File: config.mk
export PLATFORM = sky130hd
export DESIGN_NAME = alu
export DESIGN_NICKNAME = d
export VERILOG_FILES = /design/src/rtl/alu.sv
export SDC_FILE = /design/constraint.sdc
export NUM_CORES = 1
export LEC_CHECK = 0
export BUFFER_PORTS_ARGS = -buffer_cell sky130_fd_sc_hd__buf_4
export CAP_MARGIN = 15
export CELL_PAD_IN_SITES_DETAIL_PLACEMENT = 1
export CELL_PAD_IN_SITES_GLOBAL_PLACEMENT = 2
export CORE_UTILIZATION = 30
export CTS_CLUSTER_SIZE = 30
export DETAILED_ROUTE_END_ITERATION = 10
export HOLD_SLACK_MARGIN = 0.1
export PLACE_DENSITY_LB_ADDON = 0.05
export SKIP_LAST_GASP = 1
export SYNTH_ARGS = -nofsm -noshare
export SYNTH_HDL_FRONTEND = slang
export SYNTH_SLANG_ARGS = --single-unit
File: constraint.sdc
create_clock -name clk -period 1.8 [get_ports clk]
set_input_delay 0.36 -clock clk [delete_from_list [all_inputs] [get_ports clk]]
set_output_delay 0.36 -clock clk [all_outputs]
set_load 0.05 [all_outputs]
File: src/rtl/alu.sv
// ---------------------------------------------------------------------------
// alu -- registered 64-bit integer ALU for the execute stage.
//
// Operations (control): 00 add, 01 sub, 10 and, 11 xor. The result and a
// signed-overflow flag are registered, so they appear one clock after the
// operands are sampled. There is no handshake, and a new operation is
// accepted every cycle.
//
// Add and sub share one ripple-carry chain built from gate-level full-adder
// slices. Sub is computed as a + ~b + 1: b is inverted and the carry-in is 1.
//
// Optional feature macro: ALU_CC_EN. When it is defined, the block adds the
// registered condition codes zf (out == 0) and sf (out[MSB]).
//
// Ports
//   clk      in   1      rising-edge clock
//   reset    in   1      asynchronous, active-high reset (clears out/c/zf/sf)
//   control  in   2      operation select
//   a, b     in   WIDTH  two's-complement operands
//   out      out  WIDTH  registered result (modulo 2**WIDTH)
//   c        out  1      registered signed-overflow flag (add/sub only)
//   zf, sf   out  1      registered zero / sign flags (ALU_CC_EN only)
// ---------------------------------------------------------------------------

// One full-adder bit slice.
module alu_fa (
  input  logic i_a,
  input  logic i_b,
  input  logic i_ci,
  output logic o_s,
  output logic o_co
);
  logic w_p;
  assign w_p  = i_a ^ i_b;
  assign o_s  = w_p ^ i_ci;
  assign o_co = (i_a & i_b) | (w_p & i_ci);
endmodule

module alu #(
  parameter int WIDTH = 64
) (
  input  logic             clk,
  input  logic             reset,
  input  logic [1:0]       control,
  input  logic [WIDTH-1:0] a,
  input  logic [WIDTH-1:0] b,
  output logic [WIDTH-1:0] out,
  output logic             c
`ifdef ALU_CC_EN
  ,
  output logic             zf,
  output logic             sf
`endif
);
  localparam int MSB = WIDTH - 1;

  // The shared adder is set to subtract when the select is 01. The B input
  // is inverted and the carry-in supplies the +1.
  logic             w_sub;
  logic [WIDTH-1:0] w_b_eff;
  logic [WIDTH:0]   w_carry;
  logic [WIDTH-1:0] w_sum;

  assign w_sub      = (control == 2'b01);
  assign w_b_eff    = b ^ {WIDTH{w_sub}};
  assign w_carry[0] = w_sub;

  // The ripple chain is an array of full-adder slices. Slice i drives carry i+1.
  alu_fa u_fa [WIDTH-1:0] (
    .i_a  (a),
    .i_b  (w_b_eff),
    .i_ci (w_carry[WIDTH-1:0]),
    .o_s  (w_sum),
    .o_co (w_carry[WIDTH:1])
  );

  // Signed overflow occurs when the carry into the sign bit differs from the
  // carry out of the sign bit. This matches the operand-sign rule for both add
  // and sub, because the sub path sees ~b. The final carry-out itself (the
  // unsigned carry/borrow) is not reported.
  logic             w_ovf_arith;
  assign w_ovf_arith = w_carry[WIDTH] ^ w_carry[MSB];

  logic [WIDTH-1:0] w_res;
  logic             w_ovf;

  always_comb begin
    w_res = w_sum;
    w_ovf = 1'b0;
    case (control)
      2'b00,
      2'b01: begin
        w_res = w_sum;
        w_ovf = w_ovf_arith;
      end
      2'b10:   w_res = a & b;
      2'b11:   w_res = a ^ b;
      default: begin
        // An unknown select is don't-care for this cycle only. The next
        // clean select fully determines the registered outputs.
        w_res = w_sum;
        w_ovf = 1'b0;
      end
    endcase
  end

  logic [WIDTH-1:0] r_out;
  logic             r_c;

  always_ff @(posedge clk or posedge reset) begin
    if (reset) begin
      r_out <= '0;
      r_c   <= 1'b0;
    end else begin
      r_out <= w_res;
      r_c   <= w_ovf;
    end
  end

  assign out = r_out;
  assign c   = r_c;

`ifdef ALU_CC_EN
  // The flags are taken from the same combinational result as out, so they
  // have the same latency and the same reset behaviour.
  logic r_zf;
  logic r_sf;

  always_ff @(posedge clk or posedge reset) begin
    if (reset) begin
      r_zf <= 1'b0;
      r_sf <= 1'b0;
    end else begin
      r_zf <= (w_res == '0);
      r_sf <= w_res[MSB];
    end
  end

  assign zf = r_zf;
  assign sf = r_sf;
`endif

endmodule

# After elaboration in Yosys (flattened, before gate mapping)

Index checks and enable logic that the tools add are counted.

Register bits: 65
Bits of input ports: 132
Output and inout bits: 65
Logic and storage cells: 333

Equal/unequal tests: 3
Muxes and demuxes: 2
Bitwise logic cells: 324
Reductions and logical operators: 2

Operators with widths:

| operator                                                        | number |
|---|---|
| 64-bit case mux with 3 select lines                             | 1 |
| 1-bit bitwise XOR                                               | 129 |
| 1-bit bitwise AND                                               | 128 |
| 64-bit bitwise XOR                                              | 2 |
| 64-bit bitwise AND                                              | 1 |
| 1-bit bitwise OR                                                | 64 |
| 2-bit == test, second input constant                            | 2 |
| 2-bit by 1-bit == test with 1-bit output, second input constant | 1 |
| 2-bit logical NOT                                               | 1 |
| 2-bit OR reduction                                              | 1 |
| 1-bit 2-to-1 mux                                                | 1 |

# Logic depth before layout (Yosys ltp)

Gate-level depths: netlist of the first run.

Depth after elaboration: 133
Depth in mapped cells: 71
Gate-level depth less buffers: 68

# By module

From an unflattened synthesis of the first run, not the netlist that was laid out.

Cell total of the unflattened synthesis: 482
Area total of the unflattened synthesis: 5694.2 µm²

By module, submodules not included:

| module | instances | cells an instance | area each (µm²) | seq. area each (µm²) |
|---|---|---|---|---|
| alu    | 1         | 418               | 4413.0          | 1626.6 |
| alu_fa | 64        | 1                 | 20.0            | 0.0 |

# Least setup slack after synthesis of the first run

Ideal clock, no wire load.

Path type: input -> register
From: in control[1]
To: reg r_out[63], in the netlist out[63]
Setup time: 0.123 ns
Data arrival time: 27.185 ns
Required time: 1.677 ns
Slack: -25.507 ns
Stages on the path: 71
Buffers on the path: 3
Path through: buf_6 nor2b_4 buf_12 buf_12 mux2i_1 fa_1 fa_1 fa_1 fa_1 fa_1 fa_1 fa_1 fa_1 fa_1 fa_1 fa_1 fa_1 fa_1 [35 not listed] fa_1 fa_1 fa_1 fa_1 fa_1 fa_1 fa_1 fa_1 fa_1 fa_1 fa_1 fa_1 fa_1 inv_1 fa_1 fa_1 nor2_1 a21oi_1

Longest elaborated chain between the ends: 131
Elaborated cells on any way between the ends: 261
Classes of those cells: eq/ne: 3; mux: 1; bitwise: 255; reduce/logical: 2

Ends and longest elaborated chain:

| what                                     | RTL line | RTL |
|---|---|---|
| start, declared                          | 44       | `input logic [1:0] control,` |
| 2-bit by 1-bit == test with 1-bit output | 64, 90   |  |
| 64-bit bitwise XOR                       | 65       | `assign w_b_eff = b ^ {WIDTH{w_sub}};` |
| 1-bit bitwise XOR                        | 34       | `assign w_p = i_a ^ i_b;` |
| 1-bit bitwise AND                        | 36       | `assign o_co = (i_a & i_b) \| (w_p & i_ci);` |
| 1-bit bitwise OR                         | 36       |  |
| 1-bit bitwise AND                        | 36       |  |
| 1-bit bitwise OR                         | 36       |  |
| 1-bit bitwise AND                        | 36       |  |
| [116 not listed]                         | --       |  |
| 1-bit bitwise OR                         | 36       |  |
| 1-bit bitwise AND                        | 36       |  |
| 1-bit bitwise OR                         | 36       |  |
| 1-bit bitwise AND                        | 36       |  |
| 1-bit bitwise OR                         | 36       |  |
| 1-bit bitwise XOR                        | 35       | `assign o_s = w_p ^ i_ci;` |
| 64-bit case mux with 3 select lines (*)  | 90       | `case (control)` |
| net w_res[63]                            | 84       | `logic [WIDTH-1:0] w_res;` |
| end signal, assigned                     | 115      | `r_out <= w_res;` |
| end, declared                            | 107      | `logic [WIDTH-1:0] r_out;` |

Mark *: on every way through the listed nets, which the timed path passes. The rest lies on a longest branch.

# Worst setup path after layout of the first run

From: in control[0]
To: reg r_out[63], in the netlist out[63]

Same word-level chain as after synthesis.

==> Flow_metrics.wiki, run 1 <==
{| class="wikitable"
! Metric !! Value
|-
| Status || finished with violations
|-
| Failing checks || negative setup slack
|-
| FMAX || just over 40 MHz
|-
| Antenna violations before repair || 0
|-
| Number of antenna-violating nets in the routed design || 0
|-
| Vertical extent of the die || 145 um
|-
| Gate count of the mapped netlist || 474
|-
| IO Pins || 197
|-
| Crit share post-route || 1350%
|-
| CTS Sinks || 65
|-
| Most used routing layer || met2
|-
| Remaining design rule violation count || 0
|-
| Routability-driven placement congestion ratio || 0.753
|-
| Yosys top cell area share || 26.6%
|-
| Total negative slack || -717730 ps
|-
| Global Route Usage Sum || 16.5%
|-
| Worst ir drop on vdd || roughly 0.38 mV
|-
| H-tree levels || 3
|-
| Wire length reported by the detailed router || approximately 16000 um
|-
| Final design area excluding fillers || roughly 0.0086 sq mm
|-
| Unrepaired setup endpoints after global routing || true
|-
| Core region area || 0.0197 sq mm
|-
| Final hold violations || 0
|-
| Deepest clock path buffer count || 2
|-
| Clock tree root driver cell || sky130_fd_sc_hd__clkbuf_16
|-
| Cell with the largest stage delay on the worst path || sky130_fd_sc_hd__fa_2
|-
| Largest net degree at the start of global routing || between 40 and 50
|-
| Met3 track demand over resource in global routing || between 3 and 4%
|-
| Rel. slew slack || between 50% and 60%
|-
| Synthesized netlist net count || between 700 and 800
|-
| Number of warnings printed during yosys synthesis || 0
|-
| Half-perimeter wire length of the detailed placement result || 12900 um
|-
| Worst-margin pin slew || approximately 640 ps
|-
| Remaining Overflow, GRT || 0
|-
| Simple-gate share of the synthesized area || less than 1%
|-
| Post-Synth Adder-Cell Area || about a third
|-
| Share of the synthesized netlist area taken by xor and xnor gates || 9.18%
|-
| Worst hold path class || input port to flop
|-
| Share of layout cells above drive strength 1 || 47.3%
|-
| Cell area after placement || 0.00826 sq mm
|-
| Final WS setup || -22460 ps
|-
| Endpoint required time on the critical path || ~2000 ps
|-
| Clock tree from TritonCTS || done
|-
| Arrival time of the worst setup path || 24450 ps
|-
| Class of the most critical setup path || input port to flop
|-
| Largest stage delay on the critical path || roughly 410 ps
|-
| Crit path max fanout || 3
|-
| Power per cell area || 852 mW/mm^2
|-
| Layout area overhead || 41.0%
|-
| Register area share after synthesis || between 20% and 30%
|-
| Avg Synthesized Cell Area || between 10 and 15 sq um
|-
| Cell leakage power || about 4.3 nW
|-
| Kind of end point of the critical path || flop
|-
| Number of setup violations in the final report || 62
|-
| Number of violations reported at the end of detailed-routing iteration 0 || 74
|-
| Most frequent cell on the critical path || sky130_fd_sc_hd__fa_2
|-
| Total iterations of the first detailed-routing run || 4
|-
| Max Transition Viols Final || 0
|-
| Flops & latches, synth || 65
|-
| Number of violations of the max-capacitance limit || 0
|-
| Synth Area in Compound Gates || 0.164%
|-
| Number of global-route vias before repair || around 5k
|-
| Routed via count || 4326
|-
| Met1 Use GR || 18.8%
|-
| CP Launch Type || input port
|-
| Largest family of logic cells by synthesized area || adder cells
|-
| # port buffers || 196
|-
| First-pass GRT wire length || around 26000 um
|-
| Minimum period implied by the final worst setup slack || roughly 24000 ps
|-
| Antenna diode instance count || 0
|-
| Post-synthesis cell type with the largest combined area || sky130_fd_sc_hd__dfrtp_1
|-
| Starting utilization of the core area || a little under a third
|-
| Number of clock buffers inserted by TritonCTS || 9
|-
| Final hold slack || between 400 and 500 ps
|-
| Core occupancy in the finished layout || between 40 and 50%
|-
| Standard-cell row count || just over 50
|-
| Die area || 0.0209 sq mm
|-
| Proportion of synthesized area in mux cells || about a fifth
|-
| Final net count || approximately 1000
|-
| Post-synthesis instance area || 0.00611 sq mm
|-
| Die Width || around 140 um
|-
| Synth area leaders || sky130_fd_sc_hd__dfrtp_1 (27%), sky130_fd_sc_hd__fa_1 (21%), sky130_fd_sc_hd__mux2i_1 (20%)
|-
| Per-cell via count in the routed design || 4.34
|-
| Count of cell types in the netlist || 16
|-
| Post-DR wirelength/cell || approximately 16 um
|-
| GR met2 Demand/Resource || 30.2%
|-
| Clock slew at the register clock pins of the worst setup and hold paths || ~60 ps
|}
[cell families (layout without fill, tap and decap cells)]
group | count (synthesis) | count (layout)
flip-flops | 65 | 65
XOR/XNOR | 64 | 64
multiplexers | 126 | 126
AND/OR/NAND/NOR | 5 | 5
AO/OA/AOI/OAI | 2 | 2
adder cells (fa/ha/maj) | 127 | 127
buffers and inverters | 85 | 342
[synth_stat cells]
cell type / number
sky130_fd_sc_hd__mux2_2: 1
sky130_fd_sc_hd__ha_1: 64
sky130_fd_sc_hd__buf_8: 6
sky130_fd_sc_hd__xor2_1: 2
sky130_fd_sc_hd__nor2_1: 3
sky130_fd_sc_hd__inv_1: 63
sky130_fd_sc_hd__xnor2_1: 62
sky130_fd_sc_hd__a21oi_1: 2
sky130_fd_sc_hd__fa_1: 63
sky130_fd_sc_hd__buf_12: 7
sky130_fd_sc_hd__dfrtp_1: 65
sky130_fd_sc_hd__nor2b_4: 1
sky130_fd_sc_hd__mux2i_1: 125
sky130_fd_sc_hd__buf_6: 7
sky130_fd_sc_hd__nor2b_1: 1
sky130_fd_sc_hd__buf_2: 2
[final timing paths]
check	cells past startpoint	from	slack, ps	end
max	69	control[0]	-22460	out[63]
min	3	b[0]	420	out[0]
max in group asynchronous	4	reset	630	out[41]
min in group asynchronous	3	reset	630	out[13]
[layout by cell type (no fill, tap or decap)]
cell type and count:
sky130_fd_sc_hd__clkbuf_16 9, sky130_fd_sc_hd__nor2b_1 1, sky130_fd_sc_hd__buf_12 2, sky130_fd_sc_hd__xor2_1 2, sky130_fd_sc_hd__clkinv_2 2, sky130_fd_sc_hd__nor2_1 3
sky130_fd_sc_hd__buf_8 1, sky130_fd_sc_hd__dfrtp_1 65, sky130_fd_sc_hd__fa_2 63, sky130_fd_sc_hd__inv_1 61, sky130_fd_sc_hd__ha_1 64, sky130_fd_sc_hd__mux2i_4 1
sky130_fd_sc_hd__xnor2_2 1, sky130_fd_sc_hd__mux2_2 1, sky130_fd_sc_hd__clkbuf_1 1, sky130_fd_sc_hd__buf_4 257, sky130_fd_sc_hd__a21oi_1 2, sky130_fd_sc_hd__mux2i_1 124
sky130_fd_sc_hd__clkbuf_8 4, sky130_fd_sc_hd__dlygate4sd3_1 1, sky130_fd_sc_hd__inv_2 1, sky130_fd_sc_hd__nor2b_4 1, sky130_fd_sc_hd__clkinvlp_4 1, sky130_fd_sc_hd__buf_6 2
sky130_fd_sc_hd__xnor2_1 61
[critical path: cells and delay by family]
kind	cells	cell delay, ps
multiplexers	1	90
adder cells (fa/ha/maj)	63	23470
buffers and inverters	2	130
AO/OA/AOI/OAI	1	50
AND/OR/NAND/NOR	2	290
[sequential cells by signal, summed over array words and instances, names as in the netlist]
name,count
c,1
out,64
[stage by stage]
stage / std cells / setup WS, ps / power, mW
after global routing: 996 / -23270 / 7.84
after global placement: 977 / -22790 / 5.56
after CTS: 996 / -22660 / 7.50
after detailed placement: 977 / -22950 / 5.64
final: 996 / -22460 / 7.34
after floorplan: 474 / -22450 / 4.33
[area by class of cell]
type | count | area, sq um
Multi-Input combinational cell | 324 | 4100
Clock buffer | 14 | 284
Timing Repair Buffer | 263 | 2020
Fill cell | 2151 | 11100
Inverter | 63 | 240
Clock inverter | 2 | 10.0
Sequential cell | 65 | 1630
Tap cell | 265 | 332
[metal layers]
metal	part of all wire [%]	vias to the layer above
met5	0	-
met4	1.3	0
li1	-	2048
met1	40	2154
met2	53	111
met3	6.0	13
[where the power goes]
part	total (mW)	internal [mW]	switching, mW
clock	1.79	1.08	0.709
sequential	1.90	1.79	0.109
combinational	3.66	1.43	2.23
total	7.34	4.30	3.05
[what timing repair did]
item,CTS,global route
hold buffers,1,0
endpoints found under the hold margin,16,0
buffers inserted,2,0
setup endpoints to repair,63,62
pin swaps,2,1
resized for setup,3,4
No activity file was read; power rests on OpenSTA's default activity.
==> run 2: changes to the inputs <==
==> constraint.sdc (replaced) <==
create_clock -name clk -period 1.8 [get_ports clk]
set_input_delay 0.45 -clock clk [delete_from_list [all_inputs] [get_ports clk]]
set_output_delay 0.45 -clock clk [all_outputs]
set_load 0.05 [all_outputs]
==> Flow_metrics.wiki, run 2 (same netlist as run 1, synthesis figures left out) <==
{| class="wikitable"
! Metric !! Value
|-
| Status || finished with violations
|-
| Failing checks || negative setup slack
|-
| Core region area || 0.0197 sq mm
|-
| Number of global-route vias before repair || approximately 5.0k
|-
| Global Route Usage Sum || 16.5%
|-
| Combinational fraction of design power || 49.8%
|-
| Rel. slew slack || 57.3%
|-
| Area of combinational cells with multiple inputs || 0.00410 sq mm
|-
| Number of flip-flops under the largest register name || 64
|-
| Number of violations reported at the end of detailed-routing iteration 0 || 77
|-
| Clock tree from TritonCTS || done
|-
| Die Width || approximately 140 um
|-
| Fraction of power consumed by the clock network || 24.4%
|-
| Final design area excluding fillers || 0.00861 sq mm
|-
| Routability-driven placement congestion ratio || roughly 0.75
|-
| PnR Total Power || 7.34 mW
|-
| Number of antenna-violating nets in the routed design || 0
|-
| Class of the most critical setup path || input port to flop
|-
| Area taken by flip-flops and latches || between 0.0015 and 0.002 sq mm
|-
| Post-DR wirelength/cell || 16.3 um
|-
| Max Transition Viols Final || 0
|-
| Cell with the largest stage delay on the worst path || sky130_fd_sc_hd__fa_2
|-
| Largest net degree at the start of global routing || 42
|-
| Total of hold buffers inserted after clock tree synthesis || 0
|-
| Final net count || slightly below 1k
|-
| CTS Sinks || 65
|-
| Worst hold path class || input port to async pin
|-
| CP Launch Type || input port
|-
| Share of layout cells above drive strength 1 || 47.4%
|-
| Cell leakage power || between 4 and 5 nW
|-
| # port buffers || between 150 and 200
|-
| FMAX || between 40 and 50 MHz
|-
| Wire length reported by the detailed router || around 16000 um
|-
| Proportion of total power due to net switching || 41.5%
|-
| Power per cell area || 853 mW/mm^2
|-
| Layout area overhead || 40.9%
|-
| Final WS setup || -22540 ps
|-
| Worst ir drop on vdd || 0.378 mV
|-
| Endpoint required time on the critical path || roughly 2000 ps
|-
| Number of violations of the max-capacitance limit || 0
|-
| Antenna violations before repair || 0
|-
| Crit path max fanout || 3
|-
| Vertical extent of the die || ~140 um
|-
| H-tree levels || 3
|-
| Largest stage delay on the critical path || 410 ps
|-
| Number of setup violations in the final report || just over 60
|-
| Commonest non-fill, non-tap cell in the layout || sky130_fd_sc_hd__buf_4
|-
| Per-cell via count in the routed design || around 4.3
|-
| Minimum period implied by the final worst setup slack || 24340 ps
|-
| Final hold violations || 0
|-
| IO Pins || around 200
|-
| Sequential power share || 25.8%
|-
| Deepest clock path buffer count || 2
|-
| Unrepaired setup endpoints after global routing || true
|-
| Remaining design rule violation count || 0
|-
| Starting utilization of the core area || 31.0%
|-
| Most frequent cell on the critical path || sky130_fd_sc_hd__fa_2
|-
| Die area || ~0.021 sq mm
|-
| Worst-margin pin slew || 641 ps
|-
| Antenna diode instance count || 0
|-
| Post-Place Setup Slack || -23040 ps
|-
| Highest-count cells in the layout ignoring fill and taps || sky130_fd_sc_hd__buf_4 (256), sky130_fd_sc_hd__mux2i_1 (124), sky130_fd_sc_hd__dfrtp_1 (65)
|-
| Remaining Overflow, GRT || 0
|-
| Total iterations of the first detailed-routing run || 4
|-
| Cell area after placement || about 0.0083 sq mm
|-
| Count of filler cells inserted in the layout || between 2k and 2.5k
|-
| Design internal power || 4.29 mW
|-
| Half-perimeter wire length of the detailed placement result || ~13000 um
|-
| Standard-cell row count || 51
|-
| Clock tree root driver cell || sky130_fd_sc_hd__clkbuf_16
|-
| Kind of end point of the critical path || flop
|-
| Crit share post-route || 1350%
|-
| Routed via count || 4310
|-
| Core occupancy in the finished layout || a little over two fifths
|-
| Switching Power || between 3 and 4 mW
|-
| Clock slew at the register clock pins of the worst setup and hold paths || approximately 60 ps
|-
| First-pass GRT wire length || between 20000 and 30000 um
|-
| Number of clock buffers inserted by TritonCTS || 9
|-
| Arrival time of the worst setup path || 24540 ps
|}
## run 2: final timing paths
path	startpoint	slack, ps	endpoint	cells after the start
setup / recovery	control[0]	-22540	out[63]	69
hold / removal	reset	150	out[13]	2
max in group asynchronous	reset	1110	out[41]	3
min in group clk	b[0]	510	out[0]	3
## run 2: power groups by stage
stage	clock (mW)	combinational, mW	sequential [mW]
final	1.79	3.66	1.90
after global routing	1.91	3.99	1.93
after CTS	1.86	3.74	1.90
after detailed placement	0	3.72	1.92
after global placement	0	3.63	1.93
after floorplan	0	1.24	3.09
## run 2: layer usage
metal  vias up  part of all wire (%)  track usage [%]
met5         -                     0                0
met2       111                    53             30.2
li1       2046                     -                -
met1      2140                    40             18.8
met3        13                   6.0             3.62
met4         0                   1.3             5.60
## run 2: cell type report
class | count | share of cell area [%]
Inverter | 63 | 2.79
Multi-Input combinational cell | 324 | 47.7
Timing Repair Buffer | 262 | 23.4
Clock inverter | 2 | 0.116
Clock buffer | 14 | 3.30
Tap cell | 265 | 3.85
Sequential cell | 65 | 18.9
## run 2: critical path, delay by kind of cell
| family | cells | cell delay (ps) |
|---|---|---|
| and+or+nand+nor | 2 | 290 |
| buffers and inverters | 2 | 130 |
| muxes | 1 | 90 |
| AOI/OAI and AO/OA | 1 | 50 |
| adders and majority gates | 63 | 23470 |
## run 2: per-stage QoR
| step | std cells | hold slack, ps | setup TNS, ps |
|---|---|---|---|
| after floorplan | 474 | 588 | -738540 |
| after global placement | 977 | 523 | -746110 |
| after detailed placement | 977 | 522 | -750780 |
| after CTS | 995 | 156 | -729400 |
| after global routing | 995 | 179 | -749620 |
| final | 995 | 154 | -722950 |
## run 2: timing repair
item,4_1_cts,5_1_grt
endpoints found under the setup margin,63,63
setup buffers,2,0
pin swaps,2,1
gates resized for setup,3,5
==> run 3: changes to the inputs <==
--- a/config.mk
+++ b/config.mk
@@ -9,12 +9,14 @@
 export CAP_MARGIN = 15
 export CELL_PAD_IN_SITES_DETAIL_PLACEMENT = 1
 export CELL_PAD_IN_SITES_GLOBAL_PLACEMENT = 2
-export CORE_UTILIZATION = 30
+export CORE_UTILIZATION = 25
 export CTS_CLUSTER_SIZE = 30
 export DETAILED_ROUTE_END_ITERATION = 10
 export HOLD_SLACK_MARGIN = 0.1
 export PLACE_DENSITY_LB_ADDON = 0.05
+export SKIP_CTS_REPAIR_TIMING = 1
 export SKIP_LAST_GASP = 1
 export SYNTH_ARGS = -nofsm -noshare
 export SYNTH_HDL_FRONTEND = slang
+export SYNTH_HIERARCHICAL = 1
 export SYNTH_SLANG_ARGS = --single-unit
==> Flow_metrics.wiki, run 3 <==
{| class="wikitable"
! Metric !! Value
|-
| Status || finished with violations
|-
| Failing checks || negative setup slack
|-
| Number of antenna-violating nets in the routed design || 0
|-
| Register area share after synthesis || 28.6%
|-
| Total iterations of the first detailed-routing run || 4
|-
| # port buffers || about 200
|-
| Unrepaired setup endpoints after global routing || true
|-
| Clock tree from TritonCTS || done
|-
| Gate count of the mapped netlist || slightly below 500
|-
| Number of setup violations in the final report || 63
|-
| Flops & latches, synth || 65
|-
| Clock slew at the register clock pins of the worst setup and hold paths || approximately 60 ps
|-
| Vertical extent of the die || 153 um
|-
| Placed insts || a little under 1k
|-
| Share of layout cells above drive strength 1 || between 40% and 50%
|-
| H-tree levels || 3
|-
| Number of violations of the max-capacitance limit || 0
|-
| Yosys top cell area share || 28.6%
|-
| Post-synthesis instance area || 0.00569 sq mm
|-
| Standard-cell row count || 54
|-
| Crit path max fanout || 2
|-
| Share of synthesized registers carrying an async set or reset || 100%
|-
| Final hold violations || 0
|-
| Largest stage delay on the critical path || about 520 ps
|-
| Global Route Usage Sum || approximately 15%
|-
| Count of flip-flops with a built-in enable after synthesis || 0
|-
| Count of filler cells inserted in the layout || roughly 2.5k
|-
| Arrival time of the worst setup path || ~24000 ps
|-
| Die area || 0.0234 sq mm
|-
| Most frequent cell on the critical path || sky130_fd_sc_hd__fa_2
|-
| Deepest clock path buffer count || 2
|-
| Number of clock buffers inserted by TritonCTS || 9
|-
| Number of global-route vias before repair || just over 5k
|-
| Worst-margin pin slew || approximately 1100 ps
|-
| Core region area || 0.0221 sq mm
|-
| Synthesized netlist net count || approximately 740
|-
| Minimum period implied by the final worst setup slack || approximately 23000 ps
|-
| Clock tree root driver cell || sky130_fd_sc_hd__clkbuf_16
|-
| Highest-count cells in the layout ignoring fill and taps || sky130_fd_sc_hd__buf_4 (252), sky130_fd_sc_hd__dfrtp_1 (65), sky130_fd_sc_hd__mux2i_1 (64), sky130_fd_sc_hd__ha_1 (64), sky130_fd_sc_hd__fa_2 (64)
|-
| Core occupancy in the finished layout || approximately 38%
|-
| Cell leakage power || 3.84 nW
|-
| Final WS setup || -21610 ps
|-
| Wire length the detailed router placed on met1 || between 6000 and 7000 um
|-
| Routability-driven placement congestion ratio || between 0.7 and 0.8
|-
| Synth area leaders || sky130_fd_sc_hd__dfrtp_1 (29%), sky130_fd_sc_hd__fa_1 (23%), sky130_fd_sc_hd__ha_1 (14%)
|-
| CTS Sinks || 65
|-
| Antenna diode instance count || 0
|-
| Power per cell area || about 840 mW/mm^2
|-
| Largest net degree at the start of global routing || 76
|-
| Remaining Overflow, GRT || 0
|-
| Primary FF master, synth || sky130_fd_sc_hd__dfrtp_1
|-
| Crit share post-route || 1300%
|-
| Max Transition Viols Final || 0
|-
| Avg Synthesized Cell Area || 11.8 sq um
|-
| Detail Route met2 WL || 8750 um
|-
| Crit path buffers/inverters || 1
|-
| Worst ir drop on vdd || roughly 0.33 mV
|-
| Wire length reported by the detailed router || about 17000 um
|-
| Kind of cell adding the most delay to the critical path || adder cells
|-
| Total negative slack || -698120 ps
|-
| Kind of end point of the critical path || flop
|-
| Cell with the largest stage delay on the worst path || sky130_fd_sc_hd__fa_2
|-
| Worst hold path class || input port to async pin
|-
| Endpoint required time on the critical path || ~2100 ps
|-
| IO Pins || between 150 and 200
|-
| Half-perimeter wire length of the detailed placement result || around 13000 um
|-
| Number of warnings printed during yosys synthesis || 6
|-
| Final hold slack || between 100 and 150 ps
|-
| Number of flip-flops under the largest register name || 64
|-
| Per-cell via count in the routed design || around 4.4
|-
| Number of violations reported at the end of detailed-routing iteration 0 || 60
|-
| Uppermost layer routed || met4
|-
| Area of combinational cells with multiple inputs || just over 0.004 sq mm
|-
| Antenna violations before repair || 0
|-
| Post-synthesis cell type with the largest combined area || sky130_fd_sc_hd__dfrtp_1
|-
| First-pass GRT wire length || between 20000 and 30000 um
|-
| PnR Total Power || a little over 7 mW
|-
| Total length of routed met3 wires || a little over 900 um
|-
| Die Width || ~150 um
|-
| Class of the most critical setup path || input port to flop
|-
| Area taken by flip-flops and latches || 0.00163 sq mm
|-
| Remaining design rule violation count || 0
|-
| Count of non-filler cells in the finished layout || ~1k
|-
| Starting utilization of the core area || between 20% and 30%
|-
| FMAX || around 43 MHz
|-
| CP Launch Type || input port
|-
| Final net count || 981
|-
| Post-DR wirelength/cell || 16.6 um
|-
| Top cells by instance count after synthesis || sky130_fd_sc_hd__dfrtp_1 (65), sky130_fd_sc_hd__nor2_1 (65), sky130_fd_sc_hd__xnor2_1 (65)
|-
| Layout area overhead || 46.8%
|-
| Commonest non-fill, non-tap cell in the layout || sky130_fd_sc_hd__buf_4
|-
| Count of cell types in the netlist || 14
|-
| Routed via count || 4412
|-
| Rel. slew slack || 25.9%
|}
run 3: routing by layer:
layer	up-vias	GRT usage (%)
met5	-	0
met4	0	4.28
met3	12	4.20
met2	105	27.2
met1	2191	17.4
li1	2104	-
run 3: layout make-up:
class	instances	area share, %
clock buffers	15	3.68
clock inverters	1	0.0599
inverters	2	0.135
multi-input cells	387	49.1
flip-flops and latches	65	19.5
well taps	280	4.19
repair buffers	256	23.4
run 3: cell families after synthesis:
group,synth area share [%]
compound gates,5.63
xor+xnor,10.0
fa+ha+maj,36.6
buf+inv,3.60
flops,28.6
mux,11.3
simple gates,4.39
run 3: stage by stage:
stage          setup WS (ps)  area, sq um
2_1_floorplan         -21270         5890
3_3_place_gp          -21830         7970
3_5_place_dp          -22070         7970
4_1_cts               -21770         8290
5_1_grt               -22160         8360
6_report              -21610         8360
run 3: worst paths after layout:
check,depth (start not counted),startpoint,endpoint
worst max-delay path,69,control[1],out[63]
worst min-delay path,2,reset,out[12]
max in group asynchronous,3,reset,out[54]
min in group clk,4,b[49],out[49]
run 3: where the power goes:
| part | leakage [nW] | switching, mW | total, mW | internal, mW |
|---|---|---|---|---|
| Clock | 0.158 | 0.700 | 1.86 | 1.16 |
| Sequential | 0.753 | 0.0912 | 1.82 | 1.73 |
| Combinational | 2.93 | 2.04 | 3.37 | 1.33 |
